==> config.mk <==
export PLATFORM = sky130hd
export DESIGN_NAME = hwag_cap_cond_flat
export DESIGN_NICKNAME = d
export VERILOG_FILES = /design/src/rtl/hwag_cap_cond_if.sv /design/src/rtl/hwag_cap_cond.sv /design/src/flat_wrapper.sv
export SDC_FILE = /design/constraint.sdc
export NUM_CORES = 1
export LEC_CHECK = 0
export BUFFER_PORTS_ARGS = -buffer_cell sky130_fd_sc_hd__buf_2
export CELL_PAD_IN_SITES_DETAIL_PLACEMENT = 0
export CELL_PAD_IN_SITES_GLOBAL_PLACEMENT = 2
export CORE_MARGIN = 2
export CORE_UTILIZATION = 38
export DETAILED_ROUTE_END_ITERATION = 12
export PLACE_DENSITY_LB_ADDON = 0.1
export SYNTH_ARGS = -nofsm -noshare
export SYNTH_HDL_FRONTEND = slang
export SYNTH_SLANG_ARGS = --single-unit
==> constraint.sdc <==
create_clock -name clk -period 4.5 [get_ports clk]
set_input_delay 0.225 -clock clk [delete_from_list [all_inputs] [get_ports clk]]
set_output_delay 0.225 -clock clk [all_outputs]
set_load 0.1 [all_outputs]
==> src/rtl/hwag_cap_cond_if.sv <==
// rtl/hwag_cap_cond_if.sv - signal bundle for hwag_cap_cond; glitch_cnt present only with HWAG_CAP_GLITCH_CNT_EN
interface hwag_cap_cond_if #(
    parameter int FILT_W = 8,
    parameter int PER_W  = 24
);
    logic              cap_raw;
    logic              cap_edge_sel;
    logic [FILT_W-1:0] filt_len;
    logic [PER_W-1:0]  stall_lim;
    logic              cap;
    logic              cap_edge;
    logic [PER_W-1:0]  period;
    logic              period_vld;
    logic              stall;
`ifdef HWAG_CAP_GLITCH_CNT_EN
    logic [15:0]       glitch_cnt;

    modport master (
        output cap_raw, cap_edge_sel, filt_len, stall_lim,
        input  cap, cap_edge, period, period_vld, stall, glitch_cnt
    );

    modport slave (
        input  cap_raw, cap_edge_sel, filt_len, stall_lim,
        output cap, cap_edge, period, period_vld, stall, glitch_cnt
    );
`else
    modport master (
        output cap_raw, cap_edge_sel, filt_len, stall_lim,
        input  cap, cap_edge, period, period_vld, stall
    );

    modport slave (
        input  cap_raw, cap_edge_sel, filt_len, stall_lim,
        output cap, cap_edge, period, period_vld, stall
    );
`endif
endinterface

==> src/rtl/hwag_cap_cond.sv <==
// rtl/hwag_cap_cond.sv - crank capture conditioner (sync, glitch filter, tooth period, stall); HWAG_CAP_GLITCH_CNT_EN adds glitch_cnt
module hwag_cap_cond #(
    parameter int FILT_W = 8,
    parameter int PER_W  = 24
) (
    input  logic           clk,
    input  logic           rst,
    hwag_cap_cond_if.slave cc
);
    typedef enum logic {IDLE = 1'b0, RUN = 1'b1} state_t;

    logic              sync1, sync2;
    logic [FILT_W-1:0] fcnt;
    logic [FILT_W-1:0] flen_eff;
    logic [FILT_W:0]   fcnt_inc;
    logic              diff, toggle;
    logic              cap_q, cap_edge_q;
    logic [PER_W-1:0]  pcnt;
    state_t            state_q, state_d;
    logic [PER_W-1:0]  period_q, period_d;
    logic              vld_q, vld_d;
    logic              stall_q, stall_d;
    logic              stall_hit;

    // Filter length of zero behaves as one; the >= compare keeps a shortened filt_len from missing its match
    always_comb begin
        flen_eff = (cc.filt_len == '0) ? {{(FILT_W-1){1'b0}}, 1'b1} : cc.filt_len;
        fcnt_inc = {1'b0, fcnt} + 1'b1;
        diff     = sync2 ^ cap_q;
        toggle   = diff && (fcnt_inc >= {1'b0, flen_eff});
    end

    // Two-flop synchroniser for the asynchronous comparator output
    always_ff @(posedge clk or negedge rst) begin
        if (!rst) begin
            sync1 <= 1'b0;
            sync2 <= 1'b0;
        end else begin
            sync1 <= cc.cap_raw;
            sync2 <= sync1;
        end
    end

    // Stability filter: a new level must persist flen_eff clocks before cap follows it
    always_ff @(posedge clk or negedge rst) begin
        if (!rst) begin
            fcnt       <= '0;
            cap_q      <= 1'b0;
            cap_edge_q <= 1'b0;
        end else begin
            cap_edge_q <= toggle && ((~cap_q) == cc.cap_edge_sel);
            if (toggle) begin
                cap_q <= ~cap_q;
                fcnt  <= '0;
            end else if (diff) begin
                fcnt  <= fcnt_inc[FILT_W-1:0];
            end else begin
                fcnt  <= '0;
            end
        end
    end

    // Clocks since the last selected edge; restarts at 1 after an edge and sticks at full scale
    always_ff @(posedge clk or negedge rst) begin
        if (!rst) begin
            pcnt <= '0;
        end else if (cap_edge_q) begin
            pcnt <= {{(PER_W-1){1'b0}}, 1'b1};
        end else if (pcnt != '1) begin
            pcnt <= pcnt + 1'b1;
        end
    end

    assign stall_hit = (cc.stall_lim != '0) && (pcnt == cc.stall_lim);

    // State and registered outputs
    always_ff @(posedge clk or negedge rst) begin
        if (!rst) begin
            state_q  <= IDLE;
            period_q <= '0;
            vld_q    <= 1'b0;
            stall_q  <= 1'b0;
        end else begin
            state_q  <= state_d;
            period_q <= period_d;
            vld_q    <= vld_d;
            stall_q  <= stall_d;
        end
    end

    // Next state: an edge always keeps or enters RUN, so a coincident stall condition loses
    always_comb begin
        state_d = state_q;
        case (state_q)
            IDLE:    if (cap_edge_q) state_d = RUN;
            RUN:     if (!cap_edge_q && stall_hit) state_d = IDLE;
            default: state_d = IDLE;
        endcase
    end

    // Output decode: the first edge out of IDLE only re-arms timing and clears stall
    always_comb begin
        period_d = period_q;
        vld_d    = 1'b0;
        stall_d  = stall_q;
        case (state_q)
            IDLE: begin
                if (cap_edge_q) stall_d = 1'b0;
            end
            RUN: begin
                if (cap_edge_q) begin
                    vld_d    = 1'b1;
                    period_d = pcnt;
                end else if (stall_hit) begin
                    stall_d  = 1'b1;
                end
            end
            default: ;
        endcase
    end

`ifdef HWAG_CAP_GLITCH_CNT_EN
    logic [15:0] glitch_q;

    // Count filter restarts that discard a partial count without toggling cap
    always_ff @(posedge clk or negedge rst) begin
        if (!rst) begin
            glitch_q <= '0;
        end else if (!diff && (fcnt != '0) && (glitch_q != 16'hFFFF)) begin
            glitch_q <= glitch_q + 16'd1;
        end
    end

    assign cc.glitch_cnt = glitch_q;
`endif

    assign cc.cap        = cap_q;
    assign cc.cap_edge   = cap_edge_q;
    assign cc.period     = period_q;
    assign cc.period_vld = vld_q;
    assign cc.stall      = stall_q;
endmodule

==> src/flat_wrapper.sv <==
// flat-port wrapper written by rule: the top's interface ports become plain ports
module hwag_cap_cond_flat 
#(
    parameter int FILT_W = 8,
    parameter int PER_W  = 24
)
  (clk, rst, cc_cap_raw, cc_cap_edge_sel, cc_filt_len, cc_stall_lim, cc_cap, cc_cap_edge, cc_period, cc_period_vld, cc_stall);
  hwag_cap_cond_if #(.FILT_W(FILT_W), .PER_W(PER_W)) cc_i ();
  input  logic clk;
  input  logic rst;
  input wire logic [$bits(cc_i.cap_raw)-1:0] cc_cap_raw;
  input wire logic [$bits(cc_i.cap_edge_sel)-1:0] cc_cap_edge_sel;
  input wire logic [$bits(cc_i.filt_len)-1:0] cc_filt_len;
  input wire logic [$bits(cc_i.stall_lim)-1:0] cc_stall_lim;
  output wire logic [$bits(cc_i.cap)-1:0] cc_cap;
  output wire logic [$bits(cc_i.cap_edge)-1:0] cc_cap_edge;
  output wire logic [$bits(cc_i.period)-1:0] cc_period;
  output wire logic [$bits(cc_i.period_vld)-1:0] cc_period_vld;
  output wire logic [$bits(cc_i.stall)-1:0] cc_stall;
  assign cc_i.cap_raw = cc_cap_raw;
  assign cc_i.cap_edge_sel = cc_cap_edge_sel;
  assign cc_i.filt_len = cc_filt_len;
  assign cc_i.stall_lim = cc_stall_lim;
  assign cc_cap = cc_i.cap;
  assign cc_cap_edge = cc_i.cap_edge;
  assign cc_period = cc_i.period;
  assign cc_period_vld = cc_i.period_vld;
  assign cc_stall = cc_i.stall;
  hwag_cap_cond #(.FILT_W(FILT_W), .PER_W(PER_W)) u_core (.clk(clk), .rst(rst), .cc(cc_i));
endmodule
==> summary.txt <==
Run status
  • Run status: complete, no violations

Synth
  • Count of state elements after synthesis: 63
  • Post-synthesis mux area share: 0.0830
  • Async set-reset flop share out of synthesis: 1.00
  • Distinct cell type count after synthesis: 49
  • Number of flops mapped to enable cells by yosys: 0
  • Ys Warns: 0
  • Synth Area in Adders: 0.0358
  • Predominant post-synthesis flop cell: sky130_fd_sc_hd__dfrtp_1
  • Post-synthesis cell area: 0.00350 mm^2
  • Mean instance size in the synthesized netlist: 10.6 um^2
  • Combinational family with the most area after synthesis: simple AND/OR/NAND/NOR gates
  • Complex-gate fraction of the synthesized area: 0.0816
  • Syn_nets: 376
  • Basic-gate share of the synthesized area counting and, or, nand and nor cells: 0.206
  • Xor-xnor portion of the synthesized cell area: 0.105
  • Gate count of the mapped netlist: 330
  • Register area share after synthesis: 0.451

STA
  • RSZ-0062 raised after global routing: no
  • Number of hold violations in the final report: 0
  • Slew @ Worst Pin: 1130 ps
  • Worst slew margin relative to its limit: 0.242
  • Post-route clock period utilization: 0.581
  • Final worst clock skew: 11.7 ps
  • FMAX: 383 MHz
  • Setup-failing EPs final: 0
  • Accumulated negative setup slack: 0 ps
  • Post-layout min period: 2610 ps
  • Number of max-slew violations in the final report: 0
  • PnR worst setup slack: 1890 ps
  • Worst hold slack: 6.92 ps

Route
  • Post-Route WL: 8520 um
  • Antenna-violating nets left: 0
  • Via density per instance: 5.27
  • Total iterations of the first detailed-routing run: 4
  • # DRC: 0
  • Starting DRC count in detailed routing: 59
  • Number of vias after detailed routing: 2,683
  • Detailed-route wire length per cell: 16.7 um

Clock network
  • Number of buffers created by CTS: 9
  • CTS clk-pin slew, worst paths: 80 ps
  • Root cell of the clock tree: sky130_fd_sc_hd__clkbuf_8
  • # resized after CTS: 0
  • Number of buffers between clock root and the deepest sink: 2
  • CTS tree: done
  • Total number of clock tree sinks: 63
  • Clock latency on the worst-skew pair: 340 ps
  • CTS H-Tree Depth: 3

Power and ir drop
  • Sw Pwr: 0.000565 W
  • Cell Int Power: 0.00100 W
  • Clock network power share: 0.320
  • Comb power frac: 0.231
  • Static leakage power: 2.10 nW
  • Max VDD drop: 0.000122 V
  • Net Sw Frac: 0.361
  • Sequential share of power: 0.448
  • PwrDens: 383 mW/mm^2

Setup path
  • Worst Setup Path Type: reg2reg
  • Crit-path cells: ha_1 -> nand2_1 -> nor2_1 -> xor2_1 -> ha_1 -> a21oi_1 -> nor2b_1 -> a311o_1 -> mux2_2 -> o311ai_0
  • CP required: 4700 ps
  • Startpoint of the most critical setup path: u_core.fcnt[0]$_DFF_PN0_
  • Endpoint of the worst setup timing path: u_core.cc.cap$_DFFE_PN0P_
  • Worst Reg2Reg Path Length in Cells: 10
  • Library cell appearing most often on the critical path: sky130_fd_sc_hd__ha_1
  • Critical Path End Type: register
  • Crit path arrival time: 2810 ps
  • Highest net fanout along the worst path: 11
  • Setup slack on the worst flop-to-flop path: 1890 ps
  • Nature of the critical path startpoint: register
  • Launching point of the worst reg2reg path: u_core.fcnt[0]$_DFF_PN0_
  • Largest incremental delay on the critical path: 480 ps
  • Worst reg2reg endpoint: u_core.cc.cap$_DFFE_PN0P_
  • Critical-path cell with the highest stage delay: sky130_fd_sc_hd__a311o_1

Placed design
  • Routability cong.: 0.849
  • PortBufs: 63
  • Placed cell area: 0.00388 mm^2
  • DP Wirelength: 6140 um
  • Worst setup slack before clock tree synthesis: 1930 ps

Global route
  • GRT Total Usage: 0.181
  • Via count of the first global-routing pass: 2,662
  • Initial antenna violation count: 0
  • Overall overflow remaining after global route: 0
  • Maximum number of pins on one net before global-route repair: 40
  • Wire length of the first global-routing pass: 13,900 um

Min path
  • Class of the tightest hold or removal check: in2async

Layout
  • Commonest cells after routing, fill and taps aside: 63 x sky130_fd_sc_hd__buf_2, 63 x sky130_fd_sc_hd__dfrtp_1, 34 x sky130_fd_sc_hd__xor2_1
  • Final Net Count: 439
  • Antenna Diode Count: 0
  • Fraction of layout cells with a size suffix above 1: 0.294
  • P&R area growth vs syn: 17.0%
  • Post-layout instance area: 0.00409 mm^2

Floorplanning
  • Initial core utilization: 0.386
  • Height of the die: 99.9 um
  • Top-Level Pins: 64
  • Site row count: 35
  • Area of the die: 0.00999 mm^2
  • Area of the core region: 0.00906 mm^2
  • Die width: 99.9 um

Flow run
  • Number of violations of the max-capacitance limit: 0
-- worst min-delay path by stage --
| stage | start | to | slack, ps | depth (start not counted) |
|---|---|---|---|---|
| 6_report | rst | u_core.cc.period[6]$_DFFE_PN0P_ | 7 | 1 |
| 5_1_grt | rst | u_core.cc.period[6]$_DFFE_PN0P_ | 80 | 1 |
| 4_1_cts | rst | u_core.cc.period[10]$_DFFE_PN0P_ | 30 | 1 |
| 3_5_place_dp | cc_cap_raw | u_core.sync1$_DFF_PN0_ | 330 | 1 |
| 3_3_place_gp | u_core.sync1$_DFF_PN0_ | u_core.sync2$_DFF_PN0_ | 330 | 0 |
| 2_1_floorplan | rst | u_core.cc.cap$_DFFE_PN0P_ | -70 | 0 |
-- cells in the mapped netlist (2+ instances only) --
master | instances | area, um^2
sky130_fd_sc_hd__o31ai_1 | 3 | 22.5
sky130_fd_sc_hd__or3_1 | 6 | 37.5
sky130_fd_sc_hd__xnor2_1 | 8 | 70.1
sky130_fd_sc_hd__nand4_4 | 2 | 42.5
sky130_fd_sc_hd__and3_4 | 2 | 22.5
sky130_fd_sc_hd__nand2b_1 | 2 | 12.5
sky130_fd_sc_hd__mux2_2 | 24 | 270
sky130_fd_sc_hd__and3_2 | 2 | 15.0
sky130_fd_sc_hd__nor4_1 | 12 | 75.1
sky130_fd_sc_hd__a311oi_1 | 2 | 17.5
sky130_fd_sc_hd__inv_1 | 13 | 48.8
sky130_fd_sc_hd__mux2i_1 | 2 | 20.0
sky130_fd_sc_hd__nor2b_1 | 4 | 25.0
sky130_fd_sc_hd__and3_1 | 4 | 25.0
sky130_fd_sc_hd__nor2_1 | 20 | 75.1
sky130_fd_sc_hd__dfrtp_1 | 63 | 1580
sky130_fd_sc_hd__nor3_1 | 10 | 50.1
sky130_fd_sc_hd__a21oi_1 | 12 | 60.1
sky130_fd_sc_hd__nand3_1 | 17 | 85.1
sky130_fd_sc_hd__clkbuf_1 | 8 | 30.0
sky130_fd_sc_hd__nand4_1 | 4 | 25.0
sky130_fd_sc_hd__a31oi_1 | 6 | 37.5
sky130_fd_sc_hd__and2_1 | 4 | 25.0
sky130_fd_sc_hd__buf_6 | 3 | 33.8
sky130_fd_sc_hd__a41o_1 | 3 | 30.0
sky130_fd_sc_hd__xor2_1 | 34 | 298
sky130_fd_sc_hd__buf_4 | 2 | 15.0
sky130_fd_sc_hd__ha_1 | 10 | 125
sky130_fd_sc_hd__or4_1 | 3 | 22.5
sky130_fd_sc_hd__nand2_1 | 19 | 71.3
sky130_fd_sc_hd__o21ai_0 | 8 | 40.0
-- routing by layer --
| metal | vias to the layer above | part of all wire | track usage |
|---|---|---|---|
| met5 | - | 0 | 0 |
| met4 | 0 | 0.015 | 0.0685 |
| met3 | 11 | 0.037 | 0.0362 |
| met2 | 68 | 0.46 | 0.285 |
| met1 | 1290 | 0.49 | 0.247 |
| li1 | 1314 | - | - |
-- kinds of logic (layout without fill, tap and decap cells) --
kind of cell    after synthesis  count (layout)
buf+inv                      27              95
flops                        63              63
compound gates               42              42
simple gates                120             120
mux                          26              26
fa+ha+maj                    10              10
xor+xnor                     42              42
-- cell type report --
type	instances	area, um^2
Inverter	13	48.8
Tap cell	111	139
Sequential cell	63	1580
Fill cell	911	4970
Clock inverter	6	70.1
Clock buffer	10	128
Multi-Input combinational cell	240	1790
Timing Repair Buffer	66	340
-- through the flow --
stage	utilization	total power, W	std cells
after global placement	0.428	0.00108	492
after global routing	0.451	0.00165	509
after detailed placement	0.428	0.00108	492
final	0.451	0.00157	509
after floorplan	-	0.000976	330
after CTS	0.451	0.00159	509
-- worst max-delay path, delay by kind of cell, from the launching register on --
family / cells / cell delay, ps
flip-flops: 1 / 420
multiplexers: 1 / 280
AND/OR/NAND/NOR: 3 / 280
adder cells (fa/ha/maj): 2 / 510
AO/OA/AOI/OAI: 3 / 750
XOR/XNOR: 1 / 220
-- registers in the layout, summed over array words and instances (netlist names) --
signal and cells:
u_core.sync1 1, u_core.cc.cap 1, u_core.cc.period_vld 1, u_core.pcnt 24, u_core.sync2 1, u_core.cc.period 24, u_core.cc.cap_edge 1, u_core.fcnt 8
u_core.cc.stall 1, u_core.state_q 1
-- power groups by stage --
stage	clock network (W)	logic [W]	registers, W
6_report	0.000502	0.000362	0.000702
5_1_grt	0.000542	0.000398	0.000713
4_1_cts	0.000517	0.000368	0.000702
3_5_place_dp	0	0.000366	0.000714
3_3_place_gp	0	0.000366	0.000712
2_1_floorplan	0	0.000210	0.000767
-- what timing repair did --
action	4_1_cts	5_1_grt
buffers inserted	0	0
hold buffers	1	0
endpoints found under the hold margin	1	0
Power figures use the tool's default switching activity.
